$ cat src/rtl/stacker_core.sv
// stacker_core: sweeping-block stacking game controller.
// Drives a row-addressed display writer and keeps a saturating score.
module stacker_core #(
  parameter int WIDTH       = 8,
  parameter int ROWS        = 8,
  parameter int BLOCK_INIT  = 3,
  parameter int PERIOD_INIT = 4,
  localparam int RW = $clog2(ROWS),
  localparam int SW = $clog2(WIDTH * ROWS + 1),
  localparam int PW = $clog2(PERIOD_INIT + 1)
) (
  input  logic             clk,
  input  logic             reset,
  input  logic             btn,
  input  logic             tick,
  output logic [WIDTH-1:0] val,
  output logic [RW-1:0]    row_index,
  output logic             write_strobe,
  output logic             clr_array,
  output logic [SW-1:0]    score,
  output logic             game_over,
  output logic             win
);

  typedef enum logic [2:0] {
    S_INIT,
    S_TRACE,
    S_CHECK,
    S_UPDATE,
    S_WIN,
    S_LOSE
  } state_t;

  localparam logic [WIDTH-1:0] CUR_RST =
    ~({WIDTH{1'b1}} >> BLOCK_INIT);
  localparam logic [SW-1:0] SCORE_MAX = SW'(WIDTH * ROWS);
  localparam logic [RW-1:0] ROW_LAST  = RW'(ROWS - 1);
  localparam logic [31:0]   PI32      = 32'(PERIOD_INIT);

  state_t           r_state, w_state;
  logic [WIDTH-1:0] r_cur, w_cur;
  logic [WIDTH-1:0] r_prev, w_prev;
  logic [WIDTH-1:0] r_locked, w_locked;
  logic             r_dir, w_dir;
  logic [PW-1:0]    r_div, w_div;
  logic             r_pend, w_pend;
  logic [WIDTH-1:0] r_val, w_val;
  logic [RW-1:0]    r_row, w_row;
  logic             r_ws, w_ws;
  logic [SW-1:0]    r_score, w_score;

  logic [WIDTH-1:0] w_mv;
  logic             w_mdir;
  logic             w_full;
  logic             w_req;
  logic [31:0]      w_row32;
  logic [PW-1:0]    w_last;
  logic [SW:0]      w_sum;
  logic [SW-1:0]    w_sat;

  function automatic logic [SW-1:0] popcnt(
    input logic [WIDTH-1:0] v
  );
    logic [SW-1:0] c;
    c = '0;
    for (int i = 0; i < WIDTH; i++)
      c = c + SW'(v[i]);
    return c;
  endfunction

  // Last divider count of a move: period is max(1, PERIOD_INIT-row).
  assign w_row32 = 32'(r_row);
  assign w_last  = (w_row32 < PI32) ?
                   PW'(PI32 - w_row32 - 32'd1) : '0;

  // Score accumulates locked cells and clamps at the full board.
  assign w_sum = {1'b0, r_score} + {1'b0, popcnt(r_locked)};
  assign w_sat = (w_sum > {1'b0, SCORE_MAX}) ?
                 SCORE_MAX : w_sum[SW-1:0];

  assign w_full = &r_cur;

  // One-cell move in dir, bouncing off either edge of the row.
  always_comb begin
    w_mv   = r_cur;
    w_mdir = r_dir;
    if (!r_dir) begin
      if (r_cur[0]) begin
        w_mv   = r_cur << 1;
        w_mdir = 1'b1;
      end else begin
        w_mv   = r_cur >> 1;
      end
    end else begin
      if (r_cur[WIDTH-1]) begin
        w_mv   = r_cur >> 1;
        w_mdir = 1'b0;
      end else begin
        w_mv   = r_cur << 1;
      end
    end
  end

  // Next state and datapath; a write colliding with the previous
  // cycle's strobe is parked in r_pend and issued one cycle later.
  always_comb begin
    w_state  = r_state;
    w_cur    = r_cur;
    w_prev   = r_prev;
    w_locked = r_locked;
    w_dir    = r_dir;
    w_div    = r_div;
    w_pend   = r_pend;
    w_val    = r_val;
    w_row    = r_row;
    w_ws     = 1'b0;
    w_score  = r_score;
    w_req    = 1'b0;
    case (r_state)
      S_INIT: begin
        w_cur   = CUR_RST;
        w_prev  = '1;
        w_dir   = 1'b0;
        w_div   = '0;
        w_row   = '0;
        w_score = '0;
        w_val   = CUR_RST;
        w_ws    = 1'b1;
        w_pend  = 1'b0;
        w_state = S_TRACE;
      end
      S_TRACE: begin
        if (btn) begin
          w_locked = r_cur & r_prev;
          w_div    = '0;
          w_ws     = r_pend;
          w_pend   = 1'b0;
          w_state  = S_CHECK;
        end else begin
          if (tick) begin
            if (r_div == w_last) begin
              w_div = '0;
              if (!w_full) begin
                w_cur = w_mv;
                w_dir = w_mdir;
                w_val = w_mv;
                w_req = 1'b1;
              end
            end else begin
              w_div = r_div + PW'(1);
            end
          end
          if (w_req || r_pend) begin
            w_ws   = !r_ws;
            w_pend = r_ws;
          end
        end
      end
      S_CHECK: begin
        if (!r_ws) begin
          if (r_locked == '0) begin
            w_state = S_LOSE;
          end else begin
            w_score = w_sat;
            w_val   = r_locked;
            w_ws    = 1'b1;
            w_state = (r_row == ROW_LAST) ?
                      S_WIN : S_UPDATE;
          end
        end
      end
      S_UPDATE: begin
        w_row   = r_row + RW'(1);
        w_prev  = r_locked;
        w_cur   = r_locked;
        w_val   = r_locked;
        w_pend  = 1'b1;
        w_state = S_TRACE;
      end
      S_WIN, S_LOSE: begin
        if (btn) w_state = S_INIT;
      end
      default: w_state = S_INIT;
    endcase
  end

  // State register.
  always_ff @(posedge clk or negedge reset) begin
    if (!reset) r_state <= S_INIT;
    else        r_state <= w_state;
  end

  // Datapath registers.
  always_ff @(posedge clk or negedge reset) begin
    if (!reset) begin
      r_cur    <= CUR_RST;
      r_prev   <= '1;
      r_locked <= '0;
      r_dir    <= 1'b0;
      r_div    <= '0;
      r_pend   <= 1'b0;
      r_val    <= '0;
      r_row    <= '0;
      r_ws     <= 1'b0;
      r_score  <= '0;
    end else begin
      r_cur    <= w_cur;
      r_prev   <= w_prev;
      r_locked <= w_locked;
      r_dir    <= w_dir;
      r_div    <= w_div;
      r_pend   <= w_pend;
      r_val    <= w_val;
      r_row    <= w_row;
      r_ws     <= w_ws;
      r_score  <= w_score;
    end
  end

  assign val          = r_val;
  assign row_index    = r_row;
  assign write_strobe = r_ws;
  assign clr_array    = (r_state == S_INIT);
  assign score        = r_score;
  assign game_over    = (r_state == S_WIN) ||
                        (r_state == S_LOSE);
  assign win          = (r_state == S_WIN);

endmodule

$ cat config.mk
export PLATFORM = sky130hd
export DESIGN_NAME = stacker_core
export DESIGN_NICKNAME = d
export VERILOG_FILES = /design/src/rtl/stacker_core.sv
export SDC_FILE = /design/constraint.sdc
export NUM_CORES = 1
export LEC_CHECK = 0
export BUFFER_PORTS_ARGS = -buffer_cell sky130_fd_sc_hd__buf_4
export CORE_MARGIN = 5
export CORE_UTILIZATION = 47
export CTS_BUF_LIST = sky130_fd_sc_hd__clkbuf_2 sky130_fd_sc_hd__clkbuf_4 sky130_fd_sc_hd__clkbuf_8
export DETAILED_ROUTE_END_ITERATION = 10
export PLACE_DENSITY = 0.65
export RECOVER_POWER = 25
export SLEW_MARGIN = 15
export SYNTH_ARGS = -nofsm -noshare
export SYNTH_HDL_FRONTEND = slang
export SYNTH_SLANG_ARGS = --single-unit
$ cat constraint.sdc
create_clock -name clk -period 4.3 [get_ports clk]
set_input_delay 0.43 -clock clk [delete_from_list [all_inputs] [get_ports clk]]
set_output_delay 0.43 -clock clk [all_outputs]
set_load 0.01 [all_outputs]
# After elaboration in Yosys (flattened, before gate mapping)
# Index checks and enable logic that the tools add are counted.
# Widths: inputs -> output; s select.
# op_classes
n_bitwise	1
n_addsub	12
n_eq_ne	17
n_reduce_logical	21
n_mux	49
n_lt_le_gt_ge	2
# ops
cell	n
$mux 8	9
$pmux 8 s4	1
$mux 3	9
$pmux 8 s3	1
$mux 7	3
$mux 1	18
$ne 2x2->1 const B	8
$pmux 8 s2	1
$pmux 7 s2	1
$pmux 3 s2	2
$pmux 3 s4	1
$reduce_and 5->1	2
$eq 3x3->1 const B	3
$add 7x7->8	1
$and 8x8->8	1
$gt 8x7->1 const B	1
$logic_not 8->1	1
$reduce_and 8->1	1
$add 6x1->7	1
$add 7x1->7	1
$reduce_and 7->1	1
$add 3x1->3 const B	2
$add 5x1->6	1
$eq 3x2->1 const B	2
other kinds (21)	30
# word_totals
output_inout_bits	22
elab_cells	113
input_bits	4
register_bits	51

# Longest topological paths before layout
# logic_depth
ltp_word	13
depth_mapped	12

# Worst setup path before layout
# OpenSTA, ideal clock, no wires.
# synth_path
path_kind	reg-to-reg
start	register r_score[0], in the netlist score[0]
end	register r_score[1], in the netlist score[1]
period_less_slack_ns	3.551
n_path_buf	0
arrival_time_ns	3.430
setup_ns	0.122
path_stages_with_launch	13
required_time_ns	4.178
path_slack_ns	0.749
path_cell_list	dfrtp_1 -> fa_1 -> inv_1 -> fa_1 -> fa_1 -> fa_1 -> inv_1 -> fa_1 -> nand3_1 -> a21oi_1 -> nor4b_1 -> or2_2 -> a32o_1
# synth_between
elab_chain_cells	6
# synth_rtl
element	line_no	text
from (decl)	50	logic [SW-1:0] r_score, w_score;
from (signal assigned)	216	r_score <= w_score;
$add 7x7->8 (*)	77	assign w_sum = {1'b0, r_score} + {1'b0, popcnt(r_locked)};
$gt 8x7->1	78	assign w_sat = (w_sum > {1'b0, SCORE_MAX}) ?
$mux 7 (*)	78	
$mux 7 (*)	161	if (r_locked == '0) begin
$mux 7 (*)	160	if (!r_ws) begin
$pmux 7 s2 (*)	119	case (r_state)
# Mark *: on every way between the ends. The rest lies on a longest branch, timed or not. The select of a mux whose other input is x is not followed.
# A chain may end at the register's enable or synchronous reset.

# Worst setup path after layout
# layout_path
start	register r_locked[0]
end	register r_score[3], in the netlist score[3]
# layout_between
elab_chain_cells	13
word_cells_on_any_way	16
classes_between	8 x add/sub; 1 x order compare; 1 x eq/ne; 4 x mux; 2 x reduce/logical
# layout_rtl
element	line_no	text
from (decl)	43	logic [WIDTH-1:0] r_locked, w_locked;
from (signal assigned)	209	r_locked <= w_locked;
$add 1x1->2	67	c = c + SW'(v[i]);
$add 2x1->3	67	
$add 3x1->4	67	
$add 4x1->5	67	
$add 5x1->6	67	
$add 6x1->7	67	
$add 7x1->7	67	
$add 7x7->8	77	
$gt 8x7->1	78	
$mux 7	78	
$mux 7	161	
$mux 7	160	
$pmux 7 s2	119	
# Several ways; a longest one is shown, not always the timed one. The select of a mux whose other input is x is not followed.

==> results.md <==
* Simple-gate share of the synthesized area at 0.182
* Routed WL per cell at 17.3 um
* Critical Path Source Type: flip-flop
* Mux contribution to synthesized area at 0.0834
* Final setup violating endpoints at 0
* Static Leak at 1.57 nW
* Cells along the critical path: fa_1 -> inv_1 -> fa_1 -> fa_1 -> fa_1 -> inv_1 -> fa_1 -> nand3_1 -> a21oi_1 -> nor2_1 -> or2_2 -> a32o_1
* N_diodes at 0
* Global-route wire length before repair at about 13 mm
* GRT Util Overall at 0.193
* CORE AREA at 6420 um2
* Largest net degree at the start of global routing at 52
* Synth warn at 0
* R2R Path Start: r_locked[0]
* Post-Syn Nets at 359
* CP Capture Type: flip-flop
* Async SR Flop Fraction at 1.00
* Ys flop type: dfrtp_1
* Worst-path clk slew at 0.10 ns
* RePlAce Congestion at 0.862
* Hold_buf cts at 0
* CP arrival at 3.89 ns
* H-Tree Depth at 2
* R2R setup slack at a little over 0.6 ns
* Gr ovfl total at 0
* Post-Syn Instances at 341
* Final hold violations at 0
* DR vias at 2612
* Adder-cell share of the synthesized area at 0.0679
* Final wirelength at 7.56 mm
* Remaining DRCs at 0
* Commonest non-fill, non-tap cell in the layout: dfrtp_1
* Crit share post-route at 0.855
* Critical path fanouts, max at 7
* Clock root buffer: clkbuf_8
* Die Area at 8400 um2
* Fmax at 0.272 GHz
* Critical path required time at 4.51 ns
* Clock buffer depth at 2
* Max incr delay on CP at 0.52 ns
* Mapped Area at 3130 um2
* Main combinational cell family by area after synthesis: compound AO/OA/AOI/OAI gates
* Final Max Tran Viols at 52
* Kind of critical path: flip-flop to flip-flop
* Slowest cell on crit path: fa_1
* Hold Path Sink: r_pend
* Setup Skew at 0.00827 ns
* Clock Sinks at 51
* Status: finished with violations
* Worst vdd rail ir drop at around 380 uV
* Post-DP HPWL at between 5 and 6 mm
* CTS buffer count at 5
* Num rows at 29
* Setup TNS at 0 ns
* Count of different cell masters after synthesis at 62
* Seq/Total Area, Yosys at 0.412
* Starting Density at 0.488
* Pre-antenna DRT Iters at 4
* Most frequent cells in the layout: 40 x dfrtp_1, 39 x nand2_1, 32 x o21ai_0
* Setup repair after global routing missed its margin: false
* Fin nets at 377
* Avg Inst Size Synth at roughly 9.2 um2
* 1st-iter DRT viols at 194
* Failing checks: capacitance limit, slew limit
* TritonCTS clock tree: yes
* IO Count at 26
* Die W at roughly 92 um
* Clk_lat worst skew at 0.31 ns
* Post-CTS setup buffers at 0
* Via density at around 6
* Hold depth at 3
* IO Port Bufs at 25
* Max_slew headroom at -0.847
* Hold Path Origin: tick
* Initial antenna violation count at 0
* FF-to-FF End: score[3]
* Post-synth EDFFs at 0
* CTS resizes at 0
* Die H at 91.7 um
* Max Cap Viol at 1
* Fillers at ~610
* Synth-to-Final Area Change at 11.0%
* Pwr Density at 775 nW/um2
* Yosys reg bits at 51
* Synth Area in Compound Gates at 0.195
* Vias in the first global route at 2525
* Final Critical Period at between 3 and 4 ns
* Layout cells sized above 1 at 0.186
* Placed Area at 3360 um2
* Worst-margin pin slew at 2.77 ns
* Hold Path Class: input port to flip-flop
* Fin area at 3480 um2
* Worst path most repeated cell: fa_1
* Register-to-Register Path Depth at 12
* Post-Synth XOR/XNOR Area at 0.0112
* Routed Antenna Nets at 0
==> synthesized netlist by cell type, drive strengths merged, types with 3 or more instances <==
cell type / n / area (um2)
nand4: 3 / 18.8
mux2: 15 / 191
nor2b: 8 / 50.1
dfrtp: 40 / 1000
or4: 3 / 26.3
nor2: 27 / 101
nor3: 3 / 15.0
nand3: 5 / 25.0
o21ai: 35 / 179
ha: 9 / 113
mux2i: 7 / 70.1
or2: 3 / 18.8
dfstp: 11 / 289
o22ai: 12 / 75.1
inv: 24 / 90.1
a32o: 4 / 40.0
clkbuf: 13 / 48.8
nand2: 39 / 146
a21oi: 19 / 95.1
a22oi: 3 / 22.5
fa: 5 / 100
nand2b: 9 / 56.3
==> sequential cells by signal, indices dropped and copies added (netlist names) <==
name          count
r_state           3
r_locked          8
r_prev            8
r_dir             1
val               8
r_div             3
r_pend            1
row_index         3
r_cur             8
write_strobe      1
score             7
==> per-layer routing <==
metal  part of all wire  track usage  up-vias  routed length, um
met1               0.48        0.283     1277               3640
met3              0.054       0.0319        9                405
met5                  0            0        -                  0
met4              0.013       0.0553        0                 99
li1                   -            -     1252                  -
met2               0.45        0.293       74               3410
==> area by class of cell <==
class | instances | area [um2] | area share
timing repair buffer | 26 | 191 | 0.0550
multi-input combinational | 251 | 1690 | 0.486
tap | 77 | 96.3 | 0.0277
sequential | 51 | 1290 | 0.371
clock buffer | 6 | 82.6 | 0.0237
inverter | 24 | 90.1 | 0.0259
clock inverter | 2 | 38.8 | 0.0111
==> worst max-delay path: cells and delay by family (launching register included) <==
kind	cells	cell delay [ns]
AO/OA/AOI/OAI	2	0.44
adder cells (fa/ha/maj)	5	2.04
buffers and inverters	2	0.13
flip-flops	1	0.46
AND/OR/NAND/NOR	3	0.49
==> through the flow <==
stage	setup WS, ns	instances	utilization	power (mW)	hold WS, ns
2_1_floorplan	0.749	341	-	1.93	0.134
3_3_place_gp	0.663	429	0.523	2.31	0.498
3_5_place_dp	0.602	429	0.523	2.34	0.503
4_1_cts	0.599	437	0.542	2.71	0.166
5_1_grt	0.425	437	0.542	2.94	0.425
6_report	0.624	437	0.542	2.70	0.409
==> how the worst max path moves through the flow <==
stage	startpoint	endpoint	slack, ns	depth (start not counted)
finish	r_locked[0]	score[3]	0.62	12
global route	r_locked[0]	score[2]	0.43	12
CTS	r_locked[0]	score[5]	0.60	12
detailed placement	r_locked[0]	score[3]	0.60	12
global placement	r_locked[0]	score[1]	0.66	12
floorplan	score[0]	score[1]	0.75	12
==> kinds of logic after synthesis <==
logic type | Yosys count
muxes | 22
DFF | 51
adders and majority gates | 14
AOI/OAI and AO/OA | 96
buffers and inverters | 39
xor gates and xnor gates | 4
and+or+nand+nor | 115
==> power by group <==
part / total (mW) / internal (mW) / switching (mW)
combinational: 1.39 / 0.636 / 0.749
clock: 0.366 / 0.192 / 0.174
sequential: 0.947 / 0.680 / 0.267
total: 2.70 / 1.51 / 1.19
Power figures use the tool's default switching activity.
